--- src/rtl/seg_pkg.sv ---
// Shared definitions for the 7-segment scan readback path: segment patterns,
// scan slot indices, capture states and the decoder result record.
package seg_pkg;

  localparam logic [7:0] SEG_0    = 8'h3f;
  localparam logic [7:0] SEG_1    = 8'h06;
  localparam logic [7:0] SEG_2    = 8'h5b;
  localparam logic [7:0] SEG_3    = 8'h4f;
  localparam logic [7:0] SEG_4    = 8'h66;
  localparam logic [7:0] SEG_5    = 8'h6d;
  localparam logic [7:0] SEG_6    = 8'h7d;
  localparam logic [7:0] SEG_7    = 8'h07;
  localparam logic [7:0] SEG_8    = 8'h7f;
  localparam logic [7:0] SEG_9    = 8'h6f;
  localparam logic [7:0] SEG_DASH = 8'h40;

  localparam logic [2:0] SLOT_S1      = 3'd7;
  localparam logic [2:0] SLOT_S10     = 3'd6;
  localparam logic [2:0] SLOT_DASH_MS = 3'd5;
  localparam logic [2:0] SLOT_M1      = 3'd4;
  localparam logic [2:0] SLOT_M10     = 3'd3;
  localparam logic [2:0] SLOT_DASH_HM = 3'd2;
  localparam logic [2:0] SLOT_H1      = 3'd1;
  localparam logic [2:0] SLOT_H10     = 3'd0;

  typedef enum logic {
    HUNT    = 1'b0,
    CAPTURE = 1'b1
  } state_t;

  typedef struct packed {
    logic [3:0] digit;
    logic       is_dash;
    logic       valid;
  } dec_t;

  // 10*t + u using shifts only; 9*10+9 fits in 7 bits.
  function automatic logic [6:0] tens_units(input logic [3:0] t, input logic [3:0] u);
    return {t, 3'b000} + {2'b00, t, 1'b0} + {3'b000, u};
  endfunction

endpackage

--- src/rtl/seg_scan_capture_if.sv ---
// Multiplexed 7-segment scan bus: digit select plus segment pattern.
interface seg_scan_capture_if;
  logic [2:0] sel;
  logic [7:0] seg;

  modport master (output sel, output seg);
  modport slave  (input  sel, input  seg);
endinterface

--- src/rtl/seg7_decode.sv ---
// Combinational 7-segment pattern decoder: digit 0..9, dash, or invalid.
module seg7_decode
  import seg_pkg::*;
(
  input  logic [7:0] pattern,
  output dec_t       result
);

  always_comb begin
    result       = '0;
    result.valid = 1'b1;
    case (pattern)
      SEG_0:    result.digit = 4'd0;
      SEG_1:    result.digit = 4'd1;
      SEG_2:    result.digit = 4'd2;
      SEG_3:    result.digit = 4'd3;
      SEG_4:    result.digit = 4'd4;
      SEG_5:    result.digit = 4'd5;
      SEG_6:    result.digit = 4'd6;
      SEG_7:    result.digit = 4'd7;
      SEG_8:    result.digit = 4'd8;
      SEG_9:    result.digit = 4'd9;
      SEG_DASH: result.is_dash = 1'b1;
      default:  result.valid = 1'b0;
    endcase
  end

endmodule

--- src/rtl/seg_scan_capture.sv ---
// Receive side of the display scan bus: accepts stable slots, decodes them and
// assembles HH-MM-SS frames, publishing good frames and flagging bad ones.
module seg_scan_capture
  import seg_pkg::*;
#(
  parameter int unsigned HOLD_MIN  = 1,
  parameter bit          DP_IGNORE = 1'b1
) (
  input  logic                      clk,
  input  logic                      res,
  seg_scan_capture_if.slave         scan,
  output logic [4:0]                hours,
  output logic [5:0]                minutes,
  output logic [5:0]                seconds,
  output logic                      frame_valid,
  output logic                      locked,
  output logic                      err_pattern,
  output logic                      err_order,
  output logic                      err_range
);

  localparam logic [3:0] HOLD = 4'(HOLD_MIN);

  state_t     state, state_n;
  logic [2:0] prev_sel;
  logic [3:0] cnt, cnt_n;
  logic       changed, accept;
  logic [2:0] expected, exp_n;
  logic [3:0] digs   [8];
  logic [3:0] digs_n [8];
  logic       locked_n, fv_n, ep_n, eo_n, er_n, upd;
  logic [6:0] h7, m7, s7;
  logic [7:0] pattern;
  dec_t       dec;
  logic       is_digit, dash_slot, slot_ok;

  assign changed = (scan.sel != prev_sel);

  always_comb begin
    if (changed)          cnt_n = 4'd1;
    else if (cnt >= HOLD) cnt_n = HOLD;
    else                  cnt_n = cnt + 4'd1;
  end

  // Saturation keeps cnt at HOLD for the rest of the run, so only the
  // arrival cycle (or a fresh change when HOLD is 1) accepts the slot.
  assign accept = (cnt_n == HOLD) && (changed || (cnt != HOLD));

  assign pattern = {(DP_IGNORE ? 1'b0 : scan.seg[7]), scan.seg[6:0]};

  seg7_decode u_decode (
    .pattern (pattern),
    .result  (dec)
  );

  assign is_digit  = dec.valid && !dec.is_dash;
  assign dash_slot = (scan.sel == SLOT_DASH_MS) || (scan.sel == SLOT_DASH_HM);
  assign slot_ok   = dec.valid && (dec.is_dash == dash_slot);

  always_comb begin
    state_n  = state;
    exp_n    = expected;
    digs_n   = digs;
    locked_n = locked;
    fv_n     = 1'b0;
    ep_n     = 1'b0;
    eo_n     = 1'b0;
    er_n     = 1'b0;
    upd      = 1'b0;
    h7       = tens_units(dec.digit, digs[SLOT_H1]);
    m7       = tens_units(digs[SLOT_M10], digs[SLOT_M1]);
    s7       = tens_units(digs[SLOT_S10], digs[SLOT_S1]);
    if (accept) begin
      case (state)
        HUNT: begin
          if (scan.sel == SLOT_S1 && is_digit) begin
            digs_n[SLOT_S1] = dec.digit;
            exp_n           = SLOT_S10;
            state_n         = CAPTURE;
          end
        end
        CAPTURE: begin
          if (scan.sel != expected) begin
            eo_n     = 1'b1;
            locked_n = 1'b0;
            // An out-of-order seconds-ones slot is itself a valid frame start.
            if (scan.sel == SLOT_S1 && is_digit) begin
              digs_n[SLOT_S1] = dec.digit;
              exp_n           = SLOT_S10;
            end else begin
              state_n = HUNT;
            end
          end else if (!slot_ok) begin
            ep_n     = 1'b1;
            locked_n = 1'b0;
            state_n  = HUNT;
          end else begin
            digs_n[scan.sel] = dec.digit;
            if (scan.sel == SLOT_H10) begin
              exp_n = SLOT_S1;
              if (h7 > 7'd23 || m7 > 7'd59 || s7 > 7'd59) begin
                er_n = 1'b1;
              end else begin
                upd      = 1'b1;
                fv_n     = 1'b1;
                locked_n = 1'b1;
              end
            end else begin
              exp_n = scan.sel - 3'd1;
            end
          end
        end
      endcase
    end
  end

  always_ff @(posedge clk) begin
    if (res) begin
      state       <= HUNT;
      prev_sel    <= '0;
      cnt         <= '0;
      expected    <= SLOT_S1;
      digs        <= '{default: '0};
      hours       <= '0;
      minutes     <= '0;
      seconds     <= '0;
      frame_valid <= 1'b0;
      locked      <= 1'b0;
      err_pattern <= 1'b0;
      err_order   <= 1'b0;
      err_range   <= 1'b0;
    end else begin
      state       <= state_n;
      prev_sel    <= scan.sel;
      cnt         <= cnt_n;
      expected    <= exp_n;
      digs        <= digs_n;
      frame_valid <= fv_n;
      locked      <= locked_n;
      err_pattern <= ep_n;
      err_order   <= eo_n;
      err_range   <= er_n;
      if (upd) begin
        hours   <= 5'(h7);
        minutes <= 6'(m7);
        seconds <= 6'(s7);
      end
    end
  end

endmodule

--- src/flat_wrapper.sv ---
// flat-port wrapper written by rule: the top's interface ports become plain ports
module seg_scan_capture_flat import seg_pkg::*;
#(
  parameter int unsigned HOLD_MIN  = 1,
  parameter bit          DP_IGNORE = 1'b1
)
  (clk, res, hours, minutes, seconds, frame_valid, locked, err_pattern, err_order, err_range, scan_sel, scan_seg);
  seg_scan_capture_if scan_i ();
  input  logic clk;
  input  logic res;
  output logic [4:0] hours;
  output logic [5:0] minutes;
  output logic [5:0] seconds;
  output logic frame_valid;
  output logic locked;
  output logic err_pattern;
  output logic err_order;
  output logic err_range;
  input wire logic [$bits(scan_i.sel)-1:0] scan_sel;
  input wire logic [$bits(scan_i.seg)-1:0] scan_seg;
  assign scan_i.sel = scan_sel;
  assign scan_i.seg = scan_seg;
  seg_scan_capture #(.HOLD_MIN(HOLD_MIN), .DP_IGNORE(DP_IGNORE)) u_core (.clk(clk), .res(res), .scan(scan_i), .hours(hours), .minutes(minutes), .seconds(seconds), .frame_valid(frame_valid), .locked(locked), .err_pattern(err_pattern), .err_order(err_order), .err_range(err_range));
endmodule
--- config.mk ---
export PLATFORM = sky130hd
export DESIGN_NAME = seg_scan_capture_flat
export DESIGN_NICKNAME = d
export VERILOG_FILES = /design/src/rtl/seg_pkg.sv /design/src/rtl/seg_scan_capture_if.sv /design/src/rtl/seg7_decode.sv /design/src/rtl/seg_scan_capture.sv /design/src/flat_wrapper.sv
export SDC_FILE = /design/constraint.sdc
export NUM_CORES = 1
export LEC_CHECK = 0
export ABC_CLOCK_PERIOD_IN_PS = 8490
export CORE_ASPECT_RATIO = 1.4
export CORE_MARGIN = 5
export CORE_UTILIZATION = 55
export CTS_CLUSTER_DIAMETER = 30
export CTS_CLUSTER_SIZE = 10
export DETAILED_ROUTE_END_ITERATION = 10
export GPL_TIMING_DRIVEN = 0
export PLACE_DENSITY = 0.78
export SYNTH_ARGS = -nofsm -noshare
export SYNTH_HDL_FRONTEND = slang
export SYNTH_SLANG_ARGS = --single-unit
--- constraint.sdc ---
create_clock -name clk -period 8.49 [get_ports clk]
set_clock_uncertainty 0.1 [all_clocks]
set_input_delay 1.698 -clock clk [delete_from_list [all_inputs] [get_ports clk]]
set_output_delay 1.698 -clock clk [all_outputs]
set_load 0.02 [all_outputs]
Word level (Yosys, flattened, before mapping)
Cells that the tools add are included.

Flip-flop bits (word level): 65. Bits in latches: 0. Bits in writable memories: 0. Memory bits (read-only): 0. Input bits: 13. Memories kept: 0.

$add $sub $neg: 8. $mul: 0. Div/mod/pow operators: 0. Magnitude comparators: 6. Equal/unequal tests: 22. Shifts and indexed selects: 0. Multiplexer cells: 34. Bitwise logic cells: 6. Reductions and logical operators: 18.

Operator list (count): 7-bit == test (second input constant) (8); 4-bit case mux with 9 select lines (1); 32-bit bitwise mux (1); 4-bit 2-to-1 mux (6); 7-bit by 4-bit adder with 7-bit output (3); 7-bit by 5-bit adder with 7-bit output (3); 1-bit 2-to-1 mux (18); 7-bit by 3-bit == test with 1-bit output (second input constant) (2); 7-bit by 6-bit greater-than comparator with 1-bit output (second input constant) (2); 4-bit demux with 3-bit select (1); 3-bit 2-to-1 mux (4); 11-bit OR reduction (1); 3-bit != test (second input constant) (3); 4-bit case mux with 2 select lines (1); 4-bit AND reduction (2); 7-bit by 6-bit == test with 1-bit output (second input constant) (1); 7-bit by 5-bit greater-than comparator with 1-bit output (second input constant) (1); 3-bit == test (second input constant) (2); 3-bit != test (2); 3-bit case mux with 2 select lines (1); 6-bit OR reduction (1); 1-bit logical AND (5); 1-bit inverter (5); 4-bit by 1-bit adder with 4-bit output (second input constant) (1); 16 further kinds (19).

Depth between registers and ports, before layout
Gate-level depths: netlist (run 1).

Word-level depth: 13. Gate-level depth with buffers: 14.

Cells and area by module
From an unflattened synthesis (run 1), not the netlist that was laid out.

Cells, all modules: 345. Area, all modules: 3214.3 um^2.

Modules (own cells, without submodules): seg_scan_capture (instances 1, cells an instance 306, area each 2974.1 um^2, seq. area each 1061.0 um^2); seg7_decode (instances 1, cells an instance 39, area each 240.2 um^2, seq. area each 0.0 um^2).

Worst setup path before layout (run 1)
Ideal clock, no wire load.

Kind: input to register. From: in scan_seg[0]. To: reg u_core.minutes[4]. Data arrival time: 5.228 ns. Data required time: 8.267 ns. Slack: 3.039 ns. Cell stages on the path: 12. Buffers on the path: 1. Cells stage by stage: buf_4 -> or3b_1 -> a211oi_2 -> a311oi_4 -> inv_4 -> fa_1 -> fa_1 -> xor2_1 -> a211o_1 -> a221o_1 -> nor4_4 -> mux2_1.

RTL lines: start: declaration (RTL line flat_wrapper.sv:20) `input wire logic [$bits(scan_i.seg)-1:0] scan_seg;`; end signal: assignment (RTL line seg_scan_capture.sv:145) `minutes <= 6'(m7);`; end: declaration (RTL line seg_scan_capture.sv:13) `output logic [5:0] minutes,`.

==> results of run 1 <==
per-layer routing:
layer	up-vias	wire, µm
met1	1362	3240
met2	68	4370
met4	0	347
met3	27	351
li1	1382	-
met5	-	0
critical path, stage by stage:
cell and delay (ns):
clkdlybuf4s50_1 0.59, nor2b_1 0.42, nand2_1 0.11, a21oi_1 0.69, fa_1 0.59, fa_1 0.48
xor2_1 0.19, a211o_1 0.34, a221o_1 0.37, nor4_4 0.47, mux2_1 0.36
area by class of cell:
cell class,count,area [µm²]
Clock inverter,3,21.3
Timing Repair Buffer,30,300
Clock buffer,5,68.8
Buffer,17,85.1
Multi-Input combinational cell,268,2160
Sequential cell,53,1060
Fill cell,493,2060
Inverter,15,58.8
Tap cell,70,87.6
where the power goes:
group          leakage (nW)  switching [mW]  total [mW]  internal (mW)
registers             0.428        0.000880       0.251          0.250
clock network        0.0445          0.0920       0.151         0.0588
logic                 0.950          0.0289      0.0446         0.0157
total                  1.42           0.122       0.446          0.324
per-stage QoR:
stage	worst slack [ns]	area (µm²)	utilization [%]	std cells	power (mW)
finish	2.28	3840	65.1	461	0.446
global placement	2.10	3750	63.6	453	0.299
CTS	2.33	3840	65.1	461	0.448
detailed placement	2.01	3750	63.6	453	0.301
floorplan	3.04	3360	-	353	0.285
global route	2.14	3840	65.1	461	0.463
worst max-delay path by stage:
stage                     depth (start not counted)  slack, ns                end         from
final                                            11       2.28  u_core.seconds[4]  scan_seg[1]
after global routing                             11       2.14  u_core.minutes[4]  scan_seg[1]
after CTS                                        11       2.33  u_core.seconds[4]  scan_seg[1]
after detailed placement                         11       2.01  u_core.seconds[4]  scan_seg[1]
after global placement                           11       2.10  u_core.seconds[4]  scan_seg[1]
after floorplan                                  12       3.04  u_core.minutes[4]  scan_seg[0]
cells in the final DEF, fill, tap and decap left out, types with 3 or more instances in the layout:
cell type and n:
a211oi_1 3, a21o_1 3, a21oi_1 26, a311oi_2 4
a31oi_1 5, and2_1 5, and3_1 3, buf_4 3
clkbuf_1 9, clkbuf_8 5, clkdlybuf4s50_1 30, dfxtp_1 53
fa_1 6, ha_1 29, inv_1 14, mux2i_1 18
nand2_1 12, nand2b_1 5, nand3_1 3, nand3b_1 3
nand4_1 15, nor2_1 30, nor2b_1 7, nor3_1 7
nor3b_1 5, o2111ai_1 4, o21ai_0 8, o31ai_1 11
xnor2_1 9, xor2_1 5
state kept, by name (all words and copies together) (netlist names), 3 cells and up:
register	flops
u_core.minutes	6
u_core.digs	20
u_core.prev_sel	3
u_core.cnt	4
u_core.hours	5
u_core.seconds	6
u_core.expected	3
logic make-up (layout without fill, tap and decap cells):
family / count (synthesis) / count (layout) / share of synthesized area (%)
xor+xnor: 14 / 14 / 3.64
simple gates: 112 / 112 / 19.7
buf+inv: 32 / 70 / 4.28
mux: 21 / 21 / 6.36
other cells: 1 / 1 / 0.111
fa+ha+maj: 35 / 35 / 14.4
flops: 53 / 53 / 31.5
compound gates: 85 / 85 / 20.0
==> impl_metrics.yaml, run 1 <==
synth:
  seq_area_frac_synth_pct: 31.5
  synthCells: 353
  synthFlopType: "dfxtp_1"
  synth_edf_count: 0
  avgSynthCellArea_um2: 9.53
  synthDistinctLibCells: 65
  syn-num-nets: 401
  yosys-top-cells-count: "53 x dfxtp_1, 30 x nor2_1, 29 x ha_1"
  syn-cell-area_um2: 3360
  yosysTopAreaCellShare_pct: 31.5
  synth.area.top_cells: "dfxtp_1 32%, ha_1 11%, mux2i_1 5.4%, a21oi_1 3.9%, fa_1 3.6%"
  yosysTopAreaCell: "dfxtp_1"
  yosysWarnings: 0
  synth-seq-cells: 53
  synth-async-reset-ratio_pct: 0
  yosysMostFrequentCell: "dfxtp_1"
layout:
  antenna_cells: 0
  layout.nets: 438
  drive_above_1_share_pct: 8.95
  area_delta_synth_final_pct: 14.2
clock_network:
  ctsHtreeMaxLevel: 2
  post-cts-setup-buffers: 0
  cts_sinks: 53
  cts_buffers: 5
  clockBufferDepth: 2
  cts_tree: "done"
  clock_latency_ns: 0.33
  cts_resized: 0
  root_buffer: "clkbuf_8"
  holdBufCountCts: 0
  cts.reportedPaths.clkPinSlew_ns: 0.10
drt:
  wl_um: 8310
  firstDrtPassIters: 4
  drc: 0
  dr_total_vias: 2839
  drtIter0Drc: 128
  detail-route-antenna-nets: 0
  routed_via_density: 6.16
  post_drt_wl_per_cell_um: 18.0
placed_design:
  portBuffers: 30
  gp_congestion: 0.897
  dp.final_hpwl_um: 6490
timing:
  finalSetupViolCount: 0
  tightestPinTransition_ns: 0.873
  hold_slack_ns: 0.372
  slew_headroom_pct: 41.8
  rsz0062_at_grt: "false"
  period_share_pct: 73.2
  fmax_ghz: 0.161
  fin_crit_ns: 6.21
  finalMaxSlewViolations: 0
  setup_tns_ns: 0
  hold_viol_final: 0
status:
  status: "finished, final reports clean"
min_path:
  hp-class: "flip-flop to flip-flop"
  hold_end: "u_core.hours[1]"
  whs_path_depth: 2
  timing.hold.worst.start: "u_core.hours[1]"
die:
  std_cell_rows: 33
  initial_core_util_pct: 57.0
  core_um2: 5900
  dieArea_um2: 7800
  die_w_um: 76.1
  fp.dieH_um: 103
  ios: 35
setup_path:
  cp.arrival_ns: 6.32
  start_kind: "primary input"
  reg2reg_to: "u_core.seconds[4]"
  r2r_slack_ns: 5.15
  worstReg2RegStart: "u_core.digs[15]"
  r2r_cells: 8
  path_max_fanout: 7
  endpoint_kind: "flip-flop"
  worstPathRequired_ns: 8.60
  critical_path_class: "primary input to flip-flop"
global_route:
  gr-usage-met1_pct: 24.2
  overflow: 0
  grt_pass1_wl_um: 14000
  first_global_vias: 2944
  grtUsageMet3_pct: 4.55
  grt_use_total_pct: 22.2
  gr-max-usage-layer: "met2"
  grt_max_degree: 18
  grt_use_met2_pct: 40.4
  antenna_found_initial: 0
power:
  power_leakage_nw: 1.42
  powerDensity_nw_per_um2: 116
  ir_drop_mv: 0.122
job:
  maxCapViolCount: 0
Note: power is estimated with default switching activity, not from simulation.
==> run 2, diff against run 1 <==
ABC_CLOCK_PERIOD_IN_PS = 6180   (was 8490)
clock period = 6.18 ns   (was 8.49 ns; I/O delays follow)
==> results of run 2 <==
Same layout as run 1 (identical final DEF). Status: finished, final reports clean.
Main changes from that run: setup slack after placement 2.01 ns -> 0.162 ns; setup slack after layout 2.28 ns -> 0.430 ns; register-to-register setup slack 5.15 ns -> 2.84 ns; total power 0.446 mW -> 0.613 mW; worst IR drop on VDD 0.122 mV -> 0.168 mV
